===== config.mk =====
export PLATFORM = sky130hd
export DESIGN_NAME = vga_timing_gen_flat
export DESIGN_NICKNAME = d
export VERILOG_FILES = /design/src/rtl/vga_timing_pkg.sv /design/src/rtl/vga_timing_if.sv /design/src/rtl/vga_axis_counter.sv /design/src/rtl/vga_timing_gen.sv /design/src/flat_wrapper.sv
export SDC_FILE = /design/constraint.sdc
export NUM_CORES = 1
export LEC_CHECK = 0
export ABC_AREA = 0
export BUFFER_PORTS_ARGS = -buffer_cell sky130_fd_sc_hd__buf_2
export CORE_MARGIN = 2
export CORE_UTILIZATION = 50
export DETAILED_ROUTE_END_ITERATION = 7
export PLACE_DENSITY = 0.85
export SLEW_MARGIN = 5
export SYNTH_ARGS = -nofsm -noshare
export SYNTH_HDL_FRONTEND = slang
export SYNTH_SLANG_ARGS = --single-unit

===== constraint.sdc =====
create_clock -name clk -period 2.41 [get_ports clk]
set_input_delay 0.3615 -clock clk [delete_from_list [all_inputs] [get_ports clk]]
set_output_delay 0.3615 -clock clk [all_outputs]
set_load 0.02 [all_outputs]

===== src/rtl/vga_timing_pkg.sv =====
// Shared timing constants and helpers for the VGA raster generator.
// Defaults describe 640x480@60 with a 25.175 MHz pixel clock.
package vga_timing_pkg;
    localparam int POS_W  = 10;
    localparam int FCNT_W = 10;

    localparam int DEF_H_DISPLAY = 640;
    localparam int DEF_H_FRONT   = 16;
    localparam int DEF_H_SYNC    = 96;
    localparam int DEF_H_BACK    = 48;
    localparam int DEF_V_DISPLAY = 480;
    localparam int DEF_V_FRONT   = 10;
    localparam int DEF_V_SYNC    = 2;
    localparam int DEF_V_BACK    = 33;

    function automatic int axis_total(input int display, input int front,
                                      input int sync, input int back);
        return display + front + sync + back;
    endfunction
endpackage


===== src/rtl/vga_timing_if.sv =====
// Raster timing bundle: the generator drives it (master), colour stages consume it (slave).
interface vga_timing_if;
    import vga_timing_pkg::*;

    logic [POS_W-1:0]  hpos;
    logic [POS_W-1:0]  vpos;
    logic              hsync;
    logic              vsync;
    logic              display_on;
    logic              line_start;
    logic              frame_start;
    logic [FCNT_W-1:0] frame_count;

    modport master (output hpos, vpos, hsync, vsync, display_on,
                    line_start, frame_start, frame_count);
    modport slave  (input  hpos, vpos, hsync, vsync, display_on,
                    line_start, frame_start, frame_count);
endinterface


===== src/rtl/vga_axis_counter.sv =====
// One raster axis: wrap counter plus registered active/sync decode of the next count.
// Latency 0 between pos_o and its flags; holds everything while adv_i is low.
module vga_axis_counter
    import vga_timing_pkg::*;
#(
    parameter int DISPLAY  = DEF_H_DISPLAY,
    parameter int FRONT    = DEF_H_FRONT,
    parameter int SYNC     = DEF_H_SYNC,
    parameter int BACK     = DEF_H_BACK,
    parameter bit SYNC_POL = 1'b0
) (
    input  logic             clk,
    input  logic             rst_n,
    input  logic             adv_i,
    output logic             wrap_o,
    output logic [POS_W-1:0] pos_o,
    output logic             active_o,
    output logic             sync_o
);
    localparam int               TOTAL      = axis_total(DISPLAY, FRONT, SYNC, BACK);
    localparam logic [POS_W-1:0] LAST       = POS_W'(TOTAL - 1);
    localparam int               SYNC_START = DISPLAY + FRONT;
    localparam int               SYNC_END   = DISPLAY + FRONT + SYNC;

    logic [POS_W-1:0] pos_q, pos_d;
    logic             active_q, active_d;
    logic             sync_q, sync_d;

    assign wrap_o = (pos_q == LAST);

    // Flags decode the next count so they land in the same cycle as pos_o.
    always_comb begin
        pos_d = pos_q;
        if (adv_i) begin
            pos_d = wrap_o ? '0 : pos_q + POS_W'(1);
        end
        active_d = (int'(pos_d) < DISPLAY);
        sync_d   = ((int'(pos_d) >= SYNC_START) && (int'(pos_d) < SYNC_END)) ? SYNC_POL : ~SYNC_POL;
    end

    always_ff @(posedge clk) begin
        if (!rst_n) begin
            pos_q    <= LAST;
            active_q <= 1'b0;
            sync_q   <= ~SYNC_POL;
        end else begin
            pos_q    <= pos_d;
            active_q <= active_d;
            sync_q   <= sync_d;
        end
    end

    assign pos_o    = pos_q;
    assign active_o = active_q;
    assign sync_o   = sync_q;
endmodule


===== src/rtl/vga_timing_gen.sv =====
// Raster timing generator (hpos/vpos, syncs, display_on, strobes, frame counter); all flags coherent with position.
// Latency 0 from counters to flags; pix_en=0 holds all state and zeroes strobes. Macro VGA_TIMING_FRAME_CNT_EN enables frame_count.
module vga_timing_gen
    import vga_timing_pkg::*;
#(
    parameter int H_DISPLAY  = DEF_H_DISPLAY,
    parameter int H_FRONT    = DEF_H_FRONT,
    parameter int H_SYNC     = DEF_H_SYNC,
    parameter int H_BACK     = DEF_H_BACK,
    parameter int V_DISPLAY  = DEF_V_DISPLAY,
    parameter int V_FRONT    = DEF_V_FRONT,
    parameter int V_SYNC     = DEF_V_SYNC,
    parameter int V_BACK     = DEF_V_BACK,
    parameter bit H_SYNC_POL = 1'b0,
    parameter bit V_SYNC_POL = 1'b0
) (
    input  logic         clk,
    input  logic         rst_n,
    input  logic         pix_en,
    vga_timing_if.master vga
);
    localparam int H_TOTAL = axis_total(H_DISPLAY, H_FRONT, H_SYNC, H_BACK);
    localparam int V_TOTAL = axis_total(V_DISPLAY, V_FRONT, V_SYNC, V_BACK);

    if (H_TOTAL > (1 << POS_W) || V_TOTAL > (1 << POS_W)) begin : g_bad_total
        $error("vga_timing_gen: H_TOTAL and V_TOTAL must not exceed 1024");
    end

    logic h_wrap, v_wrap, h_active, v_active;
    logic line_start_q, frame_start_q;

    vga_axis_counter #(
        .DISPLAY(H_DISPLAY), .FRONT(H_FRONT), .SYNC(H_SYNC), .BACK(H_BACK), .SYNC_POL(H_SYNC_POL)
    ) u_h (
        .clk(clk), .rst_n(rst_n), .adv_i(pix_en), .wrap_o(h_wrap),
        .pos_o(vga.hpos), .active_o(h_active), .sync_o(vga.hsync)
    );

    vga_axis_counter #(
        .DISPLAY(V_DISPLAY), .FRONT(V_FRONT), .SYNC(V_SYNC), .BACK(V_BACK), .SYNC_POL(V_SYNC_POL)
    ) u_v (
        .clk(clk), .rst_n(rst_n), .adv_i(pix_en & h_wrap), .wrap_o(v_wrap),
        .pos_o(vga.vpos), .active_o(v_active), .sync_o(vga.vsync)
    );

    always_ff @(posedge clk) begin
        if (!rst_n) begin
            line_start_q  <= 1'b0;
            frame_start_q <= 1'b0;
        end else begin
            line_start_q  <= pix_en & h_wrap;
            frame_start_q <= pix_en & h_wrap & v_wrap;
        end
    end

    assign vga.display_on  = h_active & v_active;
    assign vga.line_start  = line_start_q;
    assign vga.frame_start = frame_start_q;

`ifdef VGA_TIMING_FRAME_CNT_EN
    logic [FCNT_W-1:0] fcnt_q, fcnt_d;
    logic              run_q, run_d;

    // The entry into (0,0) straight out of reset is not a completed frame, so it is not counted.
    always_comb begin
        run_d  = run_q | pix_en;
        fcnt_d = fcnt_q;
        if (run_q && pix_en && h_wrap && v_wrap) begin
            fcnt_d = fcnt_q + FCNT_W'(1);
        end
    end

    always_ff @(posedge clk) begin
        if (!rst_n) begin
            fcnt_q <= '0;
            run_q  <= 1'b0;
        end else begin
            fcnt_q <= fcnt_d;
            run_q  <= run_d;
        end
    end

    assign vga.frame_count = fcnt_q;
`else
    assign vga.frame_count = '0;
`endif
endmodule

===== src/flat_wrapper.sv =====
// flat-port wrapper written by rule: the top's interface ports become plain ports
module vga_timing_gen_flat import vga_timing_pkg::*;
#(
    parameter int H_DISPLAY  = DEF_H_DISPLAY,
    parameter int H_FRONT    = DEF_H_FRONT,
    parameter int H_SYNC     = DEF_H_SYNC,
    parameter int H_BACK     = DEF_H_BACK,
    parameter int V_DISPLAY  = DEF_V_DISPLAY,
    parameter int V_FRONT    = DEF_V_FRONT,
    parameter int V_SYNC     = DEF_V_SYNC,
    parameter int V_BACK     = DEF_V_BACK,
    parameter bit H_SYNC_POL = 1'b0,
    parameter bit V_SYNC_POL = 1'b0
)
  (clk, rst_n, pix_en, vga_hpos, vga_vpos, vga_hsync, vga_vsync, vga_display_on, vga_line_start, vga_frame_start, vga_frame_count);
  vga_timing_if vga_i ();
  input  logic clk;
  input  logic rst_n;
  input  logic pix_en;
  output wire logic [$bits(vga_i.hpos)-1:0] vga_hpos;
  output wire logic [$bits(vga_i.vpos)-1:0] vga_vpos;
  output wire logic [$bits(vga_i.hsync)-1:0] vga_hsync;
  output wire logic [$bits(vga_i.vsync)-1:0] vga_vsync;
  output wire logic [$bits(vga_i.display_on)-1:0] vga_display_on;
  output wire logic [$bits(vga_i.line_start)-1:0] vga_line_start;
  output wire logic [$bits(vga_i.frame_start)-1:0] vga_frame_start;
  output wire logic [$bits(vga_i.frame_count)-1:0] vga_frame_count;
  assign vga_hpos = vga_i.hpos;
  assign vga_vpos = vga_i.vpos;
  assign vga_hsync = vga_i.hsync;
  assign vga_vsync = vga_i.vsync;
  assign vga_display_on = vga_i.display_on;
  assign vga_line_start = vga_i.line_start;
  assign vga_frame_start = vga_i.frame_start;
  assign vga_frame_count = vga_i.frame_count;
  vga_timing_gen #(.H_DISPLAY(H_DISPLAY), .H_FRONT(H_FRONT), .H_SYNC(H_SYNC), .H_BACK(H_BACK), .V_DISPLAY(V_DISPLAY), .V_FRONT(V_FRONT), .V_SYNC(V_SYNC), .V_BACK(V_BACK), .H_SYNC_POL(H_SYNC_POL), .V_SYNC_POL(V_SYNC_POL)) u_core (.clk(clk), .rst_n(rst_n), .pix_en(pix_en), .vga(vga_i));
endmodule

==> metrics.txt, run 1 <==
status complete, no violations; slowest CP cell o41ai_1; worst-path cell chain ha_1, nand4b_1, or3_4, o41ai_1, a21oi_1, o2111ai_1; Total GRT Usage 19.2%; startpoint types flop; vias in the first global route 1171; Tmin final 2.14 ns; total grt overflow 0; Max Fanout on Critical Path 13; Clock Skew 0.00955 ns; largest net degree at the start of global routing 24; met1 GRT Util 24.6%; fraction of layout cells with a size suffix above 1 20.1%; WL final 3040 um; first-pass GRT wire length 5130 um; DIE AREA 3370 um2; cell count after synthesis 172; ys flop type dfxtp_1; row count 19; crit share post-route 89.0%; Die Span Y 58.0 um; met2 Track Usage GR 32.1%; H-tree depth 1; maximum clock rate 466 MHz; leakage power 0.000661 uW; clock slew at reported path FFs 0.15 ns; register area share after synthesis 35.6%; met3 Use GR 4.91%; initial antenna violation count 0; worst skew pair latency 0.33 ns; PD cells 795 nW/um2; RSZ-0062 raised after global routing no; Cells after DPL 221; maximum vdd drop 0.000560 V; # nets final 201; synthesized area 1460 um2; commonest cells after routing, fill and taps aside 27 x buf_2, 26 x dfxtp_1, 15 x nand2_1; WP data required 2.67 ns; CP top delay family simple AND/OR/NAND/NOR gates; Routed WL per cell 13.5 um; Setup CP Type reg2reg; clock root buffer clkbuf_4; Yosys reg bits 26; R2R Setup Slk 0.27 ns; max cap viols 0; Slew Limit Fails 0; TritonCTS clock tree built; core footprint 2760 um2; CP max stage delay 0.49 ns; crit path buf inv count 0; Die Span X 58.0 um; Final TNS setup 0 ns; Clock Path Buffers 2; # diodes 0; clock sink count 26; Syn. warnings 0; Hold Crit Class in2reg; Synth cell types 47; GP Congestion 0.905; setup violators final 0; I/O Buffers 27; DRC violation count after routing 0; P&R area growth vs syn 10.0%; vias 1308; Starting Density 52.9%; Top-Level Pins 38; number of synthesized flops with an enable pin 0; total CTS buffers 3; DR pass1 iterations 4; fin cells 225; crit path DAT 2.40 ns; Critical Path End Type flop; post-DR vias/cell 5.81; commonest non-fill, non-tap cell in the layout buf_2; DP HPWL 2230 um; Fin. Hold Viols 0; Avg Inst Size Synth 8.49 um2; asr flop ratio synth 0%; antenna-violating nets left 0; grt peak-use layer met2; First DRT Iteration DRCs 85
power breakdown:
part	switching, uW	internal [uW]	leakage, uW
combinational	270	154	0.000421
sequential	66.7	486	0.000212
clock	133	168	0.0000279
synth_stat cells (all sizes together) (4+ instances only):
library cell | n | share of area (%)
a21oi | 6 | 2.1
and2 | 7 | 3.0
buf | 14 | 7.0
clkbuf | 5 | 1.3
dfxtp | 26 | 36
inv | 8 | 2.1
nand2 | 15 | 3.9
nand3 | 9 | 3.1
nand4 | 8 | 3.4
nor3 | 9 | 4.5
o21ai | 11 | 3.8
o311ai | 4 | 2.4
or3 | 5 | 2.5
xor2 | 4 | 2.4
sequential cells by signal, summed over array words and instances, names as in the netlist:
register / count
u_core.u_h.pos_o: 10
u_core.u_v.active_o: 1
u_core.vga.line_start: 1
u_core.vga.frame_start: 1
u_core.u_v.pos_o: 10
u_core.u_h.sync_o: 1
u_core.u_h.active_o: 1
u_core.u_v.sync_o: 1
worst paths after layout:
kind,from,endpoint,cells past startpoint
setup reg to reg,u_core.u_h.pos_o[0],u_core.u_v.sync_o,6
hold reg to reg,u_core.u_v.pos_o[9],u_core.u_v.active_o,1
setup / recovery,u_core.u_h.pos_o[0],u_core.u_v.sync_o,6
hold / removal,pix_en,u_core.u_h.pos_o[0],2
area by class of cell:
class	instances	area [um2]
clock buffers	3	22.5
fillers	268	1150
well taps	31	38.8
repair buffers	28	143
multi-input cells	128	822
flip-flops and latches	26	520
clock inverters	1	30.0
inverters	8	30.0
metal layers:
layer | wire (um) | up-vias
met5 | 0 | -
met4 | 29 | 0
met3 | 149 | 4
met2 | 1480 | 34
met1 | 1390 | 621
li1 | - | 649
timing repair:
action	4_1_cts	5_1_grt
endpoints found under the setup margin	0	1
buffers inserted	0	0
hold buffers	0	0
gates resized for setup	0	1
cells by family (layout without fill, tap and decap cells):
logic type,after synthesis,after routing,share of synthesized area (%)
muxes,3,3,2.06
AOI/OAI and AO/OA,39,39,18.1
and+or+nand+nor,67,67,27.4
DFF,26,26,35.6
buffers and inverters,27,40,10.4
other,1,10,0.257
adders and majority gates,3,3,2.57
xor gates and xnor gates,6,6,3.60
metrics by stage:
step           utilization, %  power [uW]  worst slack (ns)  area [um2]  hold WS [ns]
2_1_floorplan               -         890             0.396        1490         0.492
6_report                 58.3        1280             0.266        1610         0.351
3_5_place_dp             56.4         984             0.266        1550         0.530
4_1_cts                  58.3        1290             0.215        1610         0.341
3_3_place_gp             56.4         974             0.401        1550         0.528
5_1_grt                  58.3        1360            0.0727        1610         0.346
(Power assumes the default switching activity.)
==> run 2: changes to the inputs <==
--- a/config.mk
+++ b/config.mk
@@ -14,4 +14,5 @@
 export SLEW_MARGIN = 5
 export SYNTH_ARGS = -nofsm -noshare
 export SYNTH_HDL_FRONTEND = slang
+export SYNTH_HIERARCHICAL = 1
 export SYNTH_SLANG_ARGS = --single-unit
==> run 2 against run 1 <==
Clock-buffer cell count grew 1. Sequential share of layout area down 1.8 points. Power fell by 13%. Fmax shrank 3.4%. Critical path depth is 1 higher. Worst hold slack worse by 0.0069 ns. Sequential cell count unchanged. Utilization up 2.7 points. Design area increased by 6.4%. Global-route usage increased by 1.4 points.
==> metrics.txt, run 2 <==
# nets final 211; clock root buffer clkbuf_4; commonest cells after routing, fill and taps aside 27 x buf_2, 24 x dfxtp_1, 19 x nor2_1; Starting Density 53.9%; startpoint types flop; PD cells 653 nW/um2; Synth cell types 47; TritonCTS clock tree built; combinational power share 33.7%; Die Span X 59.0 um; Syn. warnings 6; row count 19; Setup CP Type reg2reg; Avg Inst Size Synth 8.74 um2; setup violators final 0; DP HPWL 2330 um; clock slew at reported path FFs 0.14 ns; internal power 710 uW; total CTS buffers 3; Slew Limit Fails 0; fraction of layout cells with a size suffix above 1 25.5%; dominant cell type by area after synthesis dfxtp_1; DR pass1 iterations 4; hold path depth 2; commonest non-fill, non-tap cell in the layout buf_2; post-DR vias/cell 5.73; Clock Path Buffers 2; Tmin final 2.22 ns; ys flop type dfxtp_1; first-pass GRT wire length 5520 um; max cap viols 0; I/O Buffers 27; Top-Level Pins 38; P&R area growth vs syn 13.0%; largest net degree at the start of global routing 20; WP data required 2.63 ns; GP Congestion 0.856; DIE AREA 3480 um2; R2R cell count 7; antenna-violating nets left 0; WL final 3250 um; leakage power 0.000692 uW; asr flop ratio synth 0%; First DRT Iteration DRCs 67; Clock Skew 0.00310 ns; Total GRT Usage 20.6%; Total Power 1120 uW; crit share post-route 92.1%; initial antenna violation count 0; Routed WL per cell 13.8 um; Die Span Y 59.0 um; Net Sw Power 407 uW; vias 1347; register area share after synthesis 34.4%; RSZ-0062 raised after global routing no; Reg power frac 46.2%; worst skew pair latency 0.33 ns; maximum vdd drop 0.000518 V; vias in the first global route 1221; H-tree depth 1; Yosys reg bits 26; Yosys top cell area share 34.4%; maximum clock rate 451 MHz; Fin. Hold Viols 0; sw frac 36.4%; clock sink count 26; core footprint 2810 um2; Hold Crit Class in2reg; Synth top cells by count 26 x dfxtp_1, 19 x nor2_1, 16 x nand2_1; crit path DAT 2.44 ns; count leader, synth dfxtp_1; Final TNS setup 0 ns; DRC violation count after routing 0; status complete, no violations; Critical Path End Type flop; # diodes 0; Max Fanout on Critical Path 9; total grt overflow 0; number of synthesized flops with an enable pin 0; largest cells by area after synthesis dfxtp_1 34%, buf_4 5.5%, xnor2_1 5.2%, nor2_1 4.7%, nand2_1 4.0%; Clk pwr share 20.1%; cell count after synthesis 173; synthesized area 1510 um2
-- run 2: cell types whose count changed in the layout (fill, tap and decap cells not counted), sizes merged, moves of 6 or more --
cell   delta
xnor2     +7
buf       +6
nor2     +18
nor3      -6
-- run 2: critical path, cell delays in order, from the launching register on --
cell       delay (ns)
dfxtp_1          0.40
and3b_1          0.29
and4_1           0.28
and2_2           0.20
nand4_4          0.17
o32ai_1          0.33
a2bb2oi_1        0.33
nand4b_4         0.11
-- run 2: kinds of logic (layout without fill, tap and decap cells) --
group                      after synthesis  in the layout  synth area share [%]
other                                    1             10                 0.248
adders and majority gates                3              3                  2.48
buffers and inverters                   19             41                  7.69
DFF                                     26             26                  34.4
xor gates and xnor gates                13             13                  7.53
and+or+nand+nor                         80             80                  33.8
AOI/OAI and AO/OA                       31             31                  13.8
-- run 2: cell type report --
| class | count | area [um2] |
|---|---|---|
| Clock buffer | 4 | 36.3 |
| Inverter | 3 | 11.3 |
| Tap cell | 31 | 38.8 |
| Multi-Input combinational cell | 137 | 912 |
| Fill cell | 263 | 1100 |
| Timing Repair Buffer | 34 | 188 |
| Sequential cell | 26 | 523 |
-- run 2: repair_timing --
item | 4_1_cts | 5_1_grt
gates resized for setup | 0 | 3
hold buffers | 0 | 0
setup endpoints to repair | 0 | 2
hold endpoints to repair | 0 | 0
buffers inserted | 0 | 0
-- run 2: power groups by stage --
stage | registers, uW | logic (uW) | clock network [uW]
2_1_floorplan | 570 | 234 | 0
3_3_place_gp | 524 | 367 | 0
3_5_place_dp | 525 | 371 | 0
4_1_cts | 515 | 373 | 233
5_1_grt | 524 | 413 | 253
6_report | 516 | 376 | 225
-- run 2: metal layers --
layer / GRT usage [%] / vias to the layer above / wire (um)
met4: 6.49 / 0 / 40
met3: 5.46 / 6 / 181
li1: - / 665 / -
met5: 0 / - / 0
met1: 24.7 / 633 / 1390
met2: 35.7 / 43 / 1640
-- run 2: through the flow --
step | worst slack [ns] | hold WS, ns | util (%) | cells | area [um2]
global route | 0.0318 | 0.349 | 60.9 | 235 | 1710
detailed placement | 0.161 | 0.582 | 59.5 | 231 | 1670
CTS | 0.142 | 0.337 | 60.7 | 235 | 1700
finish | 0.192 | 0.344 | 60.9 | 235 | 1710
floorplan | 0.0922 | 0.423 | - | 182 | 1550
global placement | 0.207 | 0.572 | 59.5 | 231 | 1670
-- run 2: path summary, 6_finish.rpt --
kind / start / end / slack (ns)
max reg2reg: u_core/u_h/pos_o[7] / u_core/u_v/sync_o / 0.19
min: rst_n / u_core/u_h/pos_o[8] / 0.34
max: u_core/u_h/pos_o[7] / u_core/u_v/sync_o / 0.19
min reg2reg: u_core/u_h/pos_o[0] / u_core/u_h/pos_o[0] / 0.57
==> run 3: changes to the inputs <==
--- a/config.mk
+++ b/config.mk
@@ -5,12 +5,13 @@
 export SDC_FILE = /design/constraint.sdc
 export NUM_CORES = 1
 export LEC_CHECK = 0
-export ABC_AREA = 0
+export ABC_AREA = 1
 export BUFFER_PORTS_ARGS = -buffer_cell sky130_fd_sc_hd__buf_2
 export CORE_MARGIN = 2
 export CORE_UTILIZATION = 50
 export DETAILED_ROUTE_END_ITERATION = 7
 export PLACE_DENSITY = 0.85
+export SETUP_SLACK_MARGIN = 0.2
 export SLEW_MARGIN = 5
 export SYNTH_ARGS = -nofsm -noshare
 export SYNTH_HDL_FRONTEND = slang
==> run 3 against run 2 <==
Register-to-register slack improved by 0.18 ns. Synthesized area is 2.7% lower. Final cell count increased by 22%. Wire length is 7.6% lower. Clock power up 33%. Setup slack improved by 0.18 ns. Clock skew is 0.0011 ns lower. Global-route usage is 2.5 points lower. Sequential power shrank 0.8%. Synthesized cell count is 31% higher. Clock-buffer cell count shrank 1. Largest power group unchanged.
==> metrics.txt, run 3 <==
combinational power share 29.3%; H-tree depth 1; largest cells by area after synthesis dfxtp_1 35%, nand2_1 18%, inv_1 8.2%, nor2_1 7.4%, nand3_1 7.1%; Synth top cells by count 69 x nand2_1, 32 x inv_1, 29 x nor2_1; Yosys top cell area share 35.4%; setup violators final 0; clock root buffer clkbuf_4; largest net degree at the start of global routing 16; fraction of layout cells with a size suffix above 1 19.5%; Max Fanout on Critical Path 8; synthesized area 1470 um2; RSZ-0062 raised after global routing no; crit path buf inv count 2; Total GRT Usage 18.1%; WP data required 2.63 ns; row count 19; commonest cells after routing, fill and taps aside 68 x nand2_1, 30 x inv_1, 27 x buf_2, 27 x nor2_1, 24 x dfxtp_1; CP max stage delay 0.38 ns; R2R Setup Slk 0.37 ns; Syn. warnings 6; internal power 744 uW; total CTS buffers 3; DRC violation count after routing 0; Hold Buf Count CTS 0; Top-Level Pins 38; Total Power 1150 uW; dominant cell type by area after synthesis dfxtp_1; cell count after synthesis 227; total grt overflow 0; worst-path cell chain ha_1, nand2_1, nor2_1, nand3_1, inv_2, nand2_1, inv_4, nand2_2, nor2_4, nand3b_1, nand2_1, nand3_1, nor2_2, nand3_1; Die Span X 58.2 um; Die Span Y 58.2 um; crit share post-route 84.5%; Net Sw Power 403 uW; Clk pwr share 26.1%; WL final 3000 um; clock sink count 26; first-pass GRT wire length 4790 um; Avg Inst Size Synth 6.48 um2; crit path DAT 2.26 ns; worst skew pair latency 0.32 ns; count leader, synth nand2_1; DR pass1 iterations 5; clock slew at reported path FFs 0.14 ns; PD cells 690 nW/um2; vias 1438; Routed WL per cell 10.5 um; asr flop ratio synth 0%; CP top delay family simple AND/OR/NAND/NOR gates; sw frac 35.2%; # nets final 263; register area share after synthesis 35.4%; post-DR vias/cell 5.01; DP HPWL 2210 um; core footprint 2780 um2; First DRT Iteration DRCs 57; Starting Density 52.9%; DIE AREA 3390 um2; number of synthesized flops with an enable pin 0; status complete, no violations; Final TNS setup 0 ns; startpoint types flop; GP Congestion 0.866; Slew Limit Fails 0; Clock Skew 0.00202 ns; leakage power 0.000925 uW; antenna-violating nets left 0; Clock Path Buffers 2; fin util 59.7%; Tmin final 2.04 ns; vias in the first global route 1125; TritonCTS clock tree built; Fin. Hold Viols 0; P&R area growth vs syn 12.9%; Setup CP Type reg2reg; # diodes 0; ys flop type dfxtp_1; commonest non-fill, non-tap cell in the layout nand2_1; maximum clock rate 491 MHz; max cap viols 0; maximum vdd drop 0.000461 V; Yosys reg bits 26; Critical Path End Type flop; Synth cell types 24; initial antenna violation count 0; Reg power frac 44.6%; Filler cells 267; Hold Crit Class in2reg; I/O Buffers 27; slowest CP cell dfxtp_2
-- run 3: cell count changes after synthesis, sizes merged, moves of 3 or more --
cell / before / now
and2: 4 / 0
inv: 3 / 32
o21ai: 11 / 4
clkbuf: 3 / 0
xnor2: 9 / 2
nand2: 16 / 74
nor4b: 3 / 0
xor2: 4 / 1
nor3b: 4 / 0
and3: 8 / 0
nor3: 3 / 0
nor2: 19 / 33
nand3: 4 / 22
-- run 3: repair_timing --
| action | CTS | global route |
|---|---|---|
| setup endpoints to repair | 0 | 2 |
| gates resized for setup | 0 | 8 |
| setup buffers | 0 | 0 |
-- run 3: cell type report --
cell class                      instances  area [um2]  area share [%]
Tap cell                               31        38.8            2.33
Clock buffer                            3        22.5            1.36
Sequential cell                        26         523            31.5
Inverter                               32         123            7.38
Clock inverter                          1        30.0            1.81
Timing Repair Buffer                   27         135            8.13
Multi-Input combinational cell        167         790            47.5
-- run 3: power groups by stage --
stage          Combinational, uW  Clock, uW  Sequential, uW
2_1_floorplan                225          0             556
3_3_place_gp                 325          0             520
3_5_place_dp                 327          0             521
4_1_cts                      329        305             511
5_1_grt                      375        323             518
6_report                     336        300             512
-- run 3: kinds of logic (layout without fill, tap and decap cells) --
group	after synthesis	after routing	synth area share, %
compound gates	13	13	5.02
xor+xnor	3	3	1.79
fa+ha+maj	3	3	2.55
buf+inv	43	63	13.8
flops	26	26	35.4
other cells	1	10	0.255
simple gates	138	138	41.2
-- run 3: layer usage --
layer  global-route usage, %  wire length (um)  part of all wire, %  vias up
met3                    2.01               160                  5.3        2
met1                    25.3              1410                   47      638
li1                        -                 -                    -      750
met4                    6.98                27                 0.90        0
met2                    28.6              1400                   47       48
met5                       0                 0                    0        -
-- run 3: final timing paths --
path,startpoint,depth (start not counted),endpoint
worst max-delay path,u_core/u_h/pos_o[0],14,u_core/u_v/sync_o
worst min-delay path,rst_n,2,u_core/u_h/pos_o[4]
worst max register to register,u_core/u_h/pos_o[0],14,u_core/u_v/sync_o
worst min register to register,u_core/u_h/pos_o[0],1,u_core/u_h/pos_o[0]
-- run 3: per-stage QoR --
step	setup WS (ns)	std cells	hold WS, ns	instance area [um2]
floorplan	0.354	236	0.430	1510
global placement	0.347	283	0.506	1600
detailed placement	0.281	283	0.513	1600
CTS	0.206	287	0.330	1650
global route	0.221	287	0.322	1660
finish	0.374	287	0.333	1660
